==> config.mk <==
export PLATFORM = sky130hd
export DESIGN_NAME = fcn_weight_streamer
export DESIGN_NICKNAME = d
export VERILOG_FILES = /design/src/rtl/fcn_weight_streamer.sv
export SDC_FILE = /design/constraint.sdc
export NUM_CORES = 1
export LEC_CHECK = 0
export CORE_UTILIZATION = 42
export DETAILED_ROUTE_END_ITERATION = 10
export PLACE_DENSITY = 0.74
export SKIP_LAST_GASP = 1
export SLEW_MARGIN = 40
export SYNTH_ARGS = -nofsm -noshare
export SYNTH_HDL_FRONTEND = slang
export SYNTH_SLANG_ARGS = --single-unit
==> constraint.sdc <==
create_clock -name clk -period 1.5 [get_ports clk]
set_input_delay 0.3 -clock clk [delete_from_list [all_inputs] [get_ports clk]]
set_output_delay 0.3 -clock clk [all_outputs]
set_load 0.02 [all_outputs]
==> src/rtl/fcn_weight_streamer.sv <==
// Weight streamer and sequencer for the fcn FC engine: fetches packed weight words from a
// synchronous SRAM, streams NUM_PE lanes per beat and handshakes each neuron with the engine.
module fcn_weight_streamer #(
    parameter int unsigned IN_N   = 132,
    parameter int unsigned OUT_M  = 10,
    parameter int unsigned NUM_PE = 4,
    parameter int unsigned ADDR_W = 9
) (
    input  logic                     clk,
    input  logic                     rst_n,
    input  logic                     go,
    output logic                     busy,
    output logic                     layer_done,
    output logic                     mem_rd_en,
    output logic [ADDR_W-1:0]        mem_addr,
    input  logic [NUM_PE*8-1:0]      mem_rdata,
    output logic                     start,
    output logic signed [7:0]        w_stream [NUM_PE],
    output logic                     w_valid,
    input  logic                     fc1_valid,
    output logic                     fc1_next,
    input  logic                     done,
    output logic [7:0]               neuron_idx
);
    localparam int unsigned BEATS    = (IN_N + NUM_PE - 1) / NUM_PE;
    localparam int unsigned CNT_W    = $clog2(BEATS + 1);
    localparam int unsigned LAST_VLD = IN_N - (BEATS - 1) * NUM_PE; // real lanes in final beat

    typedef enum logic [2:0] {
        S_IDLE,
        S_STREAM,
        S_DRAIN,
        S_WAIT_RES,
        S_WAIT_DONE
    } state_t;

    state_t              state, state_nxt;
    logic [CNT_W-1:0]    beat_cnt, beat_cnt_nxt;
    logic [ADDR_W-1:0]   rd_addr, rd_addr_nxt, mem_addr_nxt;
    logic                rd_last, rd_last_nxt;
    logic                busy_nxt, layer_done_nxt, start_nxt, rd_en_nxt, fc1_next_nxt;
    logic [7:0]          neuron_nxt;
    logic signed [7:0]   lane_nxt [NUM_PE];
    logic                last_beat, last_neuron;

    assign last_beat   = (beat_cnt == CNT_W'(BEATS - 1));
    assign last_neuron = (neuron_idx == 8'(OUT_M - 1));

    always_ff @(posedge clk or negedge rst_n) begin
        if (!rst_n) state <= S_IDLE;
        else        state <= state_nxt;
    end

    always_comb begin
        state_nxt = state;
        unique case (state)
            S_IDLE:      if (go)        state_nxt = S_STREAM;
            S_STREAM:    if (last_beat) state_nxt = S_DRAIN;
            S_DRAIN:                    state_nxt = S_WAIT_RES;
            S_WAIT_RES:  if (fc1_valid) state_nxt = last_neuron ? S_WAIT_DONE : S_STREAM;
            S_WAIT_DONE: if (done)      state_nxt = S_IDLE;
            default:                    state_nxt = S_IDLE;
        endcase
    end

    always_comb begin
        busy_nxt       = busy;
        layer_done_nxt = 1'b0;
        start_nxt      = 1'b0;
        rd_en_nxt      = 1'b0;
        fc1_next_nxt   = 1'b0;
        rd_last_nxt    = 1'b0;
        mem_addr_nxt   = mem_addr;
        rd_addr_nxt    = rd_addr;
        beat_cnt_nxt   = beat_cnt;
        neuron_nxt     = neuron_idx;
        unique case (state)
            S_IDLE: begin
                if (go) begin
                    busy_nxt     = 1'b1;
                    start_nxt    = 1'b1;
                    mem_addr_nxt = '0;
                    rd_addr_nxt  = '0;
                    beat_cnt_nxt = '0;
                    neuron_nxt   = '0;
                end
            end
            S_STREAM: begin
                rd_en_nxt    = 1'b1;
                mem_addr_nxt = rd_addr;
                rd_addr_nxt  = rd_addr + ADDR_W'(1);
                beat_cnt_nxt = beat_cnt + CNT_W'(1);
                rd_last_nxt  = last_beat;
            end
            S_WAIT_RES: begin
                if (fc1_valid) begin
                    fc1_next_nxt = 1'b1;
                    beat_cnt_nxt = '0;
                    if (!last_neuron) neuron_nxt = neuron_idx + 8'd1;
                end
            end
            S_WAIT_DONE: begin
                if (done) begin
                    layer_done_nxt = 1'b1;
                    busy_nxt       = 1'b0;
                    mem_addr_nxt   = '0;
                    rd_addr_nxt    = '0;
                    neuron_nxt     = '0;
                end
            end
            default: ;
        endcase
    end

    // Read data lands one cycle after the strobe; pad lanes past IN_N on the final beat.
    always_comb begin
        for (int unsigned p = 0; p < NUM_PE; p++) begin
            lane_nxt[p] = '0;
            if (mem_rd_en && !(rd_last && p >= LAST_VLD)) lane_nxt[p] = mem_rdata[8*p +: 8];
        end
    end

    always_ff @(posedge clk or negedge rst_n) begin
        if (!rst_n) begin
            busy       <= 1'b0;
            layer_done <= 1'b0;
            start      <= 1'b0;
            mem_rd_en  <= 1'b0;
            mem_addr   <= '0;
            fc1_next   <= 1'b0;
            neuron_idx <= '0;
            w_valid    <= 1'b0;
            rd_addr    <= '0;
            beat_cnt   <= '0;
            rd_last    <= 1'b0;
            for (int unsigned p = 0; p < NUM_PE; p++) w_stream[p] <= '0;
        end else begin
            busy       <= busy_nxt;
            layer_done <= layer_done_nxt;
            start      <= start_nxt;
            mem_rd_en  <= rd_en_nxt;
            mem_addr   <= mem_addr_nxt;
            fc1_next   <= fc1_next_nxt;
            neuron_idx <= neuron_nxt;
            w_valid    <= mem_rd_en;
            rd_addr    <= rd_addr_nxt;
            beat_cnt   <= beat_cnt_nxt;
            rd_last    <= rd_last_nxt;
            for (int unsigned p = 0; p < NUM_PE; p++) w_stream[p] <= lane_nxt[p];
        end
    end

endmodule

; Word-level counts from Yosys, hierarchy flattened
; Cells that the tools add are included.
[op_classes]
n_addsub = 3
multipliers = 0
div_mod_pow = 0
order_cmp = 0
n_eq_ne = 11
shifts = 0
n_mux = 32
n_bitwise = 0
reduce_logical = 10
[ops]
columns = op, n
row1 = $mux 8, 8
row2 = $pmux 9 s3, 2
row3 = $pmux 8 s3, 1
row4 = $mux 9, 2
row5 = $pmux 6 s3, 1
row6 = $mux 3, 5
row7 = $pmux 3 s5, 1
row8 = $mux 6, 2
row9 = $ne 2x2->1 const B, 5
row10 = $add 9x1->9 const B, 1
row11 = $mux 1, 9
row12 = $reduce_and 3->1, 3
row13 = $reduce_bool 3->1, 3
row14 = $add 8x1->8 const B, 1
row15 = $eq 8x4->1 const B, 1
row16 = $add 6x1->6 const B, 1
row17 = $eq 3x2->1 const B, 2
row18 = $eq 6x6->1 const B, 1
row19 = $reduce_and 5->1, 1
row20 = $reduce_and 4->1, 1
row21 = $eq 3x1->1 const B, 1
row22 = $eq 3x3->1 const B, 1
row23 = $logic_not 3->1, 1
row24 = $pmux 1 s2, 1
row25 = $reduce_bool 2->1, 1
[word_totals]
regBits = 73
latchBits = 0
mem_bits_rw = 0
romBits = 0
inputBits = 37
output_inout_bits = 55
wordCells = 71
n_memories = 0

; Logic depth before layout (Yosys ltp)
[depth]
depth_word = 4
mapped_depth = 7
mapped_depth_nobuf = 6

; Worst setup path after synthesis
; Ideal clock, no wire load.
[synth_timing]
path_kind = flip-flop to flip-flop
from = register neuron_idx[4]
to = register neuron_idx[1]
arrival_time_ps = 1644
setup_slack_ps = -269
path_stages_with_launch = 5
path_buffers = 0
cell_sequence = dfrtp_1 > or4_4 > a211oi_2 > nor3_2 > mux2_4
[synth_between]
elab_chain_cells = 3
[synth_lines]
columns = item, line
row1 = "start, declared", 23  ; output logic [7:0] neuron_idx
row2 = "start signal, assigned", 144  ; neuron_idx <= neuron_nxt;
row3 = $eq 8x4->1, 47  ; assign last_neuron = (neuron_idx == 8'(OUT_M - 1));
row4 = $ne 2x2->1 (no source line), n/a
row5 = $reduce_and 5->1 (no source line), n/a
; Every way passes these cells.
; A chain may end at the register's enable or synchronous reset.

; Worst setup path in the final report
[layout_timing]
from = register neuron_idx[7]
to = register neuron_idx[6]
; Same word-level chain as after synthesis.

==> impl_metrics.ini <==
[sta]
period_needed_ns = 1.641
setup_tns_ns = -0.8904
slew-limit-headroom_pct = 74.24
skew_ns = 0.007567
slew_violations = 0
finalSetupViolations = 8
worst_slack_ns = -0.1408
max_freq_ghz = 0.6095
finalHoldViolations = 0
grt_setup_unrepaired = yes
period_share_pct = 109.4
tightest_slew_ns = 0.3864

[power_and_ir_drop]
power.total_mw = 6.352
irDropWorstVdd_uv = 683.4
switching_share_pct = 34.40
seq_power_share_pct = 42.8
internal_power_mw = 4.167
power.leakage_nw = 2.048
combinationalPowerShare_pct = 33.5
p_switching_mw = 2.185
clkPwrFrac_pct = 23.6
powerDensity_nw_per_um2 = 1412

[clocking]
root_buffer = clkbuf_8
cts.path.max_buffers = 2
clock_latency_ns = 0.34
cts_tree = done
htreeDepth = 3
clkSlewWorstSetupHoldPaths_ns = 0.08
clock_sinks = 73
cts_buffers = 9

[floorplan]
fp.dieH_um = 86.06
io_pins = 92
die_x_um = 86.06
row_count = 30
start_util_pct = 43.68
dieArea_um2 = 7406
core_area_um2 = 6794

[place]
detailed_place_hpwl_um = 4383
place_congestion = 0.7993
io_buffers = 91
dp_cells = 465

[synthesis]
netlist_instances = 262
synthFlopType = dfrtp_1
synth-compound-area-share_pct = 15.13
synth-simple-area-share_pct = 16.91
synth_most_common_cell = dfrtp_1
synth-seq-area-share_pct = 61.55
ys_types = 41
muxShareOfSynthArea_pct = 0.8432
synth_edf_count = 0
synth.ff_latch_count = 73
ys_async_sr_fraction_pct = 100.0
netlist_area_um2 = 2968
syn_nets = 304
avgSynthCellArea_um2 = 11.33
synthAdderAreaFrac_pct = 2.108
synth_top_family_by_area = simple AND/OR/NAND/NOR gates
yosysWarnings = 0
ys_top_cells_by_count = dfrtp_1, and2_1, o21ai_0
synth_area_leaders = dfrtp_1, and2_1, o21ai_0
yosys.area_share.xor_xnor_pct = 0.2951
synth_top_area_share_pct = 61.55
synth_top_cell_by_area = dfrtp_1

[global_routing]
first_global_vias = 2321
antenna_found_initial = 0
grt_pass1_wl_um = 11010
overflow = 0
grt_max_degree = 74
grt_util_all_layers_pct = 19.48

[critical_path]
crit_chain = or4_4 > a211oi_2 > nor3_2 > buf_4 > a31oi_1
worstPathRequired_ns = 1.76
crit_type = reg -> reg
crit_family = simple AND/OR/NAND/NOR gates
cp.arrival_ns = 1.90
end_kind = flop
slowest_stage = or4_4
cp_max_fo = 6
max_stage_delay_ns = 0.55
path_buf_inv = 1
cp-start-kind = flop
r2r_slack_ns = -0.14

[drt]
drtPass1Iterations = 4
vias_per_cell = 4.986
detail_route.wl_per_cell_um = 13.54
postRouteAntennaNets = 0
vias = 2448
drtIter0Drc = 104
drc_errors = 0
drt_wl_total_um = 6646

[cells_and_area]
area_growth_pct = 51.56
nets = 432
drive_gt1_share_pct = 23.29
n_antenna_cell = 0
layout.cells.non_filler = 491

[job]
drv_cap = 0

[run_status]
violations = setup timing
outcome = complete, but fails checks

[min_path]
hold_path_class = in -> async
worst min-delay path: stages:
cell	delay, ns
dlygate4sd3_1	0.52
buf_2	0.12
buf_12	0.31
final cells by class:
cell class | count | area [µm²]
Clock buffer | 9 | 123.9
Clock inverter | 7 | 70.07
Fill cell | 530 | 2296
Inverter | 11 | 43.79
Multi-Input combinational cell | 166 | 1157
Sequential cell | 73 | 1838
Tap cell | 96 | 120.1
Timing Repair Buffer | 129 | 1145
power groups by stage:
stage / combinational (mW) / sequential [mW] / clock [mW]
finish: 2.13 / 2.72 / 1.50
CTS: 2.01 / 2.69 / 1.56
floorplan: 0.786 / 3.02 / 0
global placement: 2.09 / 2.71 / 0
global route: 2.33 / 2.78 / 1.66
detailed placement: 2.14 / 2.73 / 0
cells by family after synthesis:
| kind of cell | count (synthesis) |
|---|---|
| multiplexers | 2 |
| AND/OR/NAND/NOR | 88 |
| XOR/XNOR | 1 |
| AO/OA/AOI/OAI | 70 |
| adder cells (fa/ha/maj) | 5 |
| buffers and inverters | 23 |
| flip-flops | 73 |
cell usage in the layout, fill, tap and decap left out, drive strengths merged, types with 2 or more instances in the layout:
cell,synthesis,routed
a21oi,10,10
a22o,11,11
a31oi,6,6
a41oi,2,2
and2,36,36
and3,5,5
buf,6,37
clkbuf,6,14
clkdlybuf4s15,0,2
clkdlybuf4s50,0,35
clkinv,0,4
dfrtp,73,73
dlygate4sd2,0,49
ha,5,5
inv,11,12
nand2,15,15
nand2b,2,2
nand3,3,3
nand3b,3,3
nand4,4,4
nor2,10,10
nor3,3,3
o21a,3,3
o21ai,30,30
o21bai,2,2
state kept, by name (all words and copies together), names as in the netlist, 3 cells and up:
signal and flops:
state 3, w_stream 32, neuron_idx 8, beat_cnt 6, rd_addr 9, mem_addr 9
repair_timing:
| action | in CTS | in global routing |
|---|---|---|
| pin swaps | 3 | 8 |
| setup endpoints to repair | 71 | 23 |
| hold buffers | 1 | 0 |
| setup buffers | 2 | 7 |
| resized for setup | 70 | 34 |
| endpoints found under the hold margin | 67 | 0 |
metrics by stage:
step	utilization (%)	setup WS (ns)	area, µm²	hold slack, ns
3_5_place_dp	61.57	-0.3137	4183	0.3624
2_1_floorplan	-	-0.2028	2977	0.004409
6_report	66.21	-0.1408	4498	0.4900
4_1_cts	64.25	-0.1316	4365	0.4869
5_1_grt	66.21	-0.1976	4498	0.5092
3_3_place_gp	61.57	-0.2885	4183	0.3641
path summary, 6_finish.rpt:
| kind | from | end | depth (start not counted) |
|---|---|---|---|
| min in group clk | mem_addr[7] | mem_addr[7] | 1 |
| worst max-delay path | neuron_idx[7] | neuron_idx[6] | 5 |
| worst min register to register | mem_addr[7] | mem_addr[7] | 1 |
| worst max register to register | neuron_idx[7] | neuron_idx[6] | 5 |
| max in group asynchronous | rst_n | state[1] | 3 |
| worst min-delay path | rst_n | w_stream[17] | 3 |
metal layers:
metal | global-route usage (%) | wire [µm]
met1 | 24.02 | 2721
met4 | 9.545 | 95
met2 | 29.58 | 3239
met3 | 8.085 | 590
met5 | 0 | 0
Note: power is estimated with default switching activity, not from simulation.
==> RTL change 1, RTL diff (same settings) <==
Compare `neuron_idx` against `8'(OUT_M - 1)` with >= in place of ==.
--- a/src/rtl/fcn_weight_streamer.sv
+++ b/src/rtl/fcn_weight_streamer.sv
@@ -44,7 +44,7 @@
     logic                last_beat, last_neuron;
 
     assign last_beat   = (beat_cnt == CNT_W'(BEATS - 1));
-    assign last_neuron = (neuron_idx == 8'(OUT_M - 1));
+    assign last_neuron = (neuron_idx >= 8'(OUT_M - 1));
 
     always_ff @(posedge clk or negedge rst_n) begin
         if (!rst_n) state <= S_IDLE;
Behaviour: same outputs for any inputs over 10 cycles, from zero or initial values and one cycle with rst_n low; that may be too few to reach the edited logic, so the function may still have changed.
==> RTL change 1 against the unedited design <==
- the run still ends with negative setup slack left
- final area decreased by 0.36%
- non-clock buffer count increased by 3
- power grew 15%
- critical path type unchanged
- wire length up 3.6%
- sequential cell count unchanged
- worst setup slack better by 0.020 ns
- synthesized area decreased by 0.72%
- critical endpoint is now neuron_idx[2]
==> RTL change 1: results (changes against the unedited design) <==
[global_routing]
grt_pass1_wl_um = 11080  ; was 11010 um
use_met3_pct = 7.603  ; was 8.085%
first_global_vias = 2412  ; was 2321
grt_use_met1_pct = 22.24  ; was 24.02%
grt_use_total_pct = 19.98  ; was 19.48%

[critical_path]
cp-startpoint = neuron_idx[0]  ; was neuron_idx[7]
critPathArrivalTime_ns = 1.85  ; was 1.90 ns
crit_fanout = 5  ; was 6
r2r_end = neuron_idx[2]  ; was neuron_idx[6]
slowest_delay_ns = 0.45  ; was 0.55 ns
reg2reg_depth = 6  ; was 5

[yosys]
syn_area_per_cell_um2 = 11.83  ; was 11.33 um^2
synth_adder_area_share_pct = 2.548  ; was 2.108%
ys_seq_area_share_pct = 62.00  ; was 61.55%
synth_compound_area_share_pct = 10.70  ; was 15.13%
ys_types = 44  ; was 41
yosys-top-cells-count = dfrtp_1, and2_1, nand2_1  ; was dfrtp_1, and2_1, o21ai_0

[placed_design]
placed_area_um2 = 4193  ; was 4183 um^2
place_inst = 457  ; was 465
gp_congestion = 0.7972  ; was 0.7993

[pwr]
ir_worst_vdd_v = 0.0006570  ; was 0.0006834 V

[detailed_routing]
drt-total-wl_um = 6888  ; was 6646 um
vias_per_cell = 4.969  ; was 4.986
routedWlPerCell_um = 14.26  ; was 13.54 um
dr_wl_met3_um = 559  ; was 590 um

[timing]
setup_viol = 9  ; was 8
tightest_slew_ns = 0.3948  ; was 0.3864 ns
setup_slack_ns = -0.1205  ; was -0.1408 ns

[status]
failed_checks = negative setup slack  ; unchanged
status = finished with violations  ; unchanged

[cells_and_area]
drive_above_1_share_pct = 21.96  ; was 23.29%

[RTL change 1: cell types whose count changed after synthesis, sizes merged, moves of 3 or more]
cell    unedited run  this run
o22ai              0         3
nand3              3        11
o211ai             0         3
a21oi             10         4
o21ai             30        10
nor2              10         6
nand2             15        20
or4                1         4
a31oi              6         1
[RTL change 1: repair_timing]
item,in CTS,in global routing
setup buffers,6,1
setup endpoints to repair,80,34
cloned,1,1
hold buffers,1,0
pin swaps,2,4
resized for setup,63,16
endpoints found under the hold margin,73,0
[RTL change 1: power breakdown]
group | leakage, nW | switching [W] | total, W | internal [W]
combinational | 1.13 | 0.00139 | 0.00267 | 0.00129
sequential | 0.881 | 0.000399 | 0.00291 | 0.00251
clock | 0.116 | 0.000752 | 0.00174 | 0.000987
total | 2.13 | 0.00254 | 0.00732 | 0.00479
[RTL change 1: layout make-up]
cell class / instances / area [um^2]
Fill cell: 561 / 2312
Sequential cell: 73 / 1832
Timing Repair Buffer: 132 / 1176
Multi-Input combinational cell: 156 / 1082
Clock buffer: 10 / 137.6
Tap cell: 96 / 120.1
Clock inverter: 6 / 91.34
Inverter: 10 / 42.54
[RTL change 1: worst min path at each step]
stage | start | to | slack (ns) | depth (start not counted)
6_report | rst_n | neuron_idx[2] | 0.49 | 3
2_1_floorplan | rst_n | beat_cnt[0] | 0.004 | 0
3_3_place_gp | rst_n | neuron_idx[2] | 0.34 | 2
4_1_cts | beat_cnt[5] | beat_cnt[5] | 0.50 | 1
3_5_place_dp | rst_n | neuron_idx[2] | 0.34 | 2
5_1_grt | mem_rdata[2] | w_stream[26] | 0.50 | 2
[RTL change 1: worst min-delay path, delay by kind of cell]
family / cells / cell delay (ns)
buf+inv: 3 / 0.95
==> RTL change 2, RTL diff (config.mk and constraints unchanged) <==
Without the edit above. Set the parameter `NUM_PE` to 16 (it was 4).
--- a/src/rtl/fcn_weight_streamer.sv
+++ b/src/rtl/fcn_weight_streamer.sv
@@ -3,7 +3,7 @@
 module fcn_weight_streamer #(
     parameter int unsigned IN_N   = 132,
     parameter int unsigned OUT_M  = 10,
-    parameter int unsigned NUM_PE = 4,
+    parameter int unsigned NUM_PE = 16,
     parameter int unsigned ADDR_W = 9
 ) (
     input  logic                     clk,
Ports: changed (resized mem_rdata and w_stream); port bits go from 92 to 284. No check against the original RTL was run, so the function may have changed too.
==> RTL change 2 against the unedited design <==
- the flow still finishes with violations (negative setup slack)
- wire length rose to 2.7 times the old value
- combinational power rose to 3.2 times the old value
- sequential cell count is 95 higher
- worst setup slack improved by 0.013 ns
- power rose to 2.8 times the old value
- synthesized area grew 100%
- critical path depth is 1 lower
- die area rose by 98%
- count of clock-buffer cells in the layout is 12 higher
- final area rose by 130%
- synthesized cell count rose by 74%
==> RTL change 2: results (changes against the unedited design) <==
[yosys]
synth_compound_area_share_pct = 6.284  ; was 15.13%
yosys-top-cells-count = dfrtp_1, and2_1, nand2_1  ; was dfrtp_1, and2_1, o21ai_0
syn_inst = 455  ; was 262
synth_nets = 593  ; was 304
ys_types = 45  ; was 41
synth_adder_area_share_pct = 1.051  ; was 2.108%

[pwr]
p_leak_nw = 4.715  ; was 2.048 nW
ir_worst_vdd_v = 0.0009152  ; was 0.0006834 V
p_int_w = 0.01169  ; was 0.004167 W

[status]
failed_checks = negative setup slack  ; unchanged
status = finished with violations  ; unchanged

[cells_and_area]
final_nets = 928  ; was 432
largestRegisters = w_stream x128, mem_addr x9, rd_addr x9  ; was w_stream x32, mem_addr x9, rd_addr x9
n_fill_cell = 952  ; was 530

[global_routing]
grt_pass1_wl_um = 25850  ; was 11010 um
grt_use_total_pct = 24.14  ; was 19.48%
first_global_vias = 4722  ; was 2321
grt_max_degree = 97  ; was 74

[placed_design]
dp_slack_ns = -0.4795  ; was -0.3137 ns
place_inst = 941  ; was 465
gp_congestion = 0.8961  ; was 0.7993
port_buffers = 283  ; was 91

[timing]
fin_worst_skew_ns = 0.006020  ; was 0.007567 ns
relSlewSlack_pct = 76.09  ; was 74.24%
setup_slack_ns = -0.1279  ; was -0.1408 ns
setup_viol = 11  ; was 8

[detailed_routing]
vias = 4752  ; was 2448
drt_iter0_drc = 210  ; was 104
drt-total-wl_um = 17920  ; was 6646 um
routedWlPerCell_um = 18.26  ; was 13.54 um

[clock_network]
clk-insertion-delay-late_ns = 0.42  ; was 0.34 ns
numCtsBuffers = 17  ; was 9
cts.clk_slew.worst_paths_ns = 0.06  ; was 0.08 ns

[critical_path]
slowest_delay_ns = 0.49  ; was 0.55 ns
reg2reg_depth = 4  ; was 5

-- RTL change 2: power by group through the flow --
stage | registers, W | logic (W) | clock network, W
after detailed placement | 0.00639 | 0.00683 | 0
final | 0.00631 | 0.00692 | 0.00448
after CTS | 0.00629 | 0.00638 | 0.00456
after global placement | 0.00633 | 0.00668 | 0
after global routing | 0.00644 | 0.00742 | 0.00474
after floorplan | 0.00753 | 0.00214 | 0
-- RTL change 2: area by class of cell --
cell class / instances / area, um^2 / area share [%]
Multi-Input combinational cell: 258 / 1873 / 18.51
Sequential cell: 168 / 4213 / 41.62
Clock inverter: 9 / 150.1 / 1.483
Clock buffer: 21 / 450.4 / 4.450
Timing Repair Buffer: 337 / 3172 / 31.34
Inverter: 8 / 37.54 / 0.3709
Tap cell: 180 / 225.2 / 2.225
-- RTL change 2: critical path, delay by kind of cell, from the launching register on --
family / cells / cell delay (ns)
DFF: 1 / 0.41
and+or+nand+nor: 2 / 0.65
AOI/OAI and AO/OA: 2 / 0.49
-- RTL change 2: what timing repair did --
| item | in CTS | in global routing |
|---|---|---|
| buffers inserted | 3 | 5 |
| setup endpoints to repair | 177 | 66 |
| hold buffers | 1 | 0 |
| pin swaps | 4 | 16 |
| gates cloned | 0 | 2 |
| gates resized for setup | 177 | 49 |
| hold endpoints to repair | 24 | 0 |
-- RTL change 2: kinds of logic (layout without fill, tap and decap cells) --
| logic type | count (synthesis) | in the layout |
|---|---|---|
| simple gates | 196 | 196 |
| flops | 168 | 168 |
| compound gates | 55 | 55 |
| buf+inv | 29 | 375 |
| fa+ha+maj | 5 | 5 |
| mux | 2 | 2 |
-- RTL change 2: stage by stage --
stage / hold slack, ns / util, % / power [W] / instance area, um^2 / TNS [ns]
2_1_floorplan: 0.004409 / - / 0.009663 / 6015 / -0.2703
3_3_place_gp: 0.2040 / 67.65 / 0.01300 / 9354 / -7.303
3_5_place_dp: 0.2139 / 67.65 / 0.01322 / 9354 / -8.625
4_1_cts: 0.3342 / 71.48 / 0.01723 / 9883 / -1.483
5_1_grt: 0.3539 / 73.20 / 0.01860 / 10120 / -1.723
6_report: 0.3429 / 73.20 / 0.01772 / 10120 / -0.9393
-- RTL change 2: per-layer routing --
layer	GRT usage, %	routed length (um)
met5	0	0
met1	28.06	6776
met2	42.96	9656
met3	4.887	946
met4	10.57	537
-- RTL change 2: final timing paths --
| check | startpoint | to | slack (ns) |
|---|---|---|---|
| max in group asynchronous | rst_n | w_stream[7] | 0.57 |
| worst max register to register | state[0] | rd_addr[5] | -0.13 |
| worst min register to register | mem_addr[5] | mem_addr[5] | 0.49 |
| min in group clk | mem_rdata[90] | w_stream[34] | 0.43 |
| worst max-delay path | state[0] | rd_addr[5] | -0.13 |
| worst min-delay path | rst_n | w_stream[14] | 0.34 |
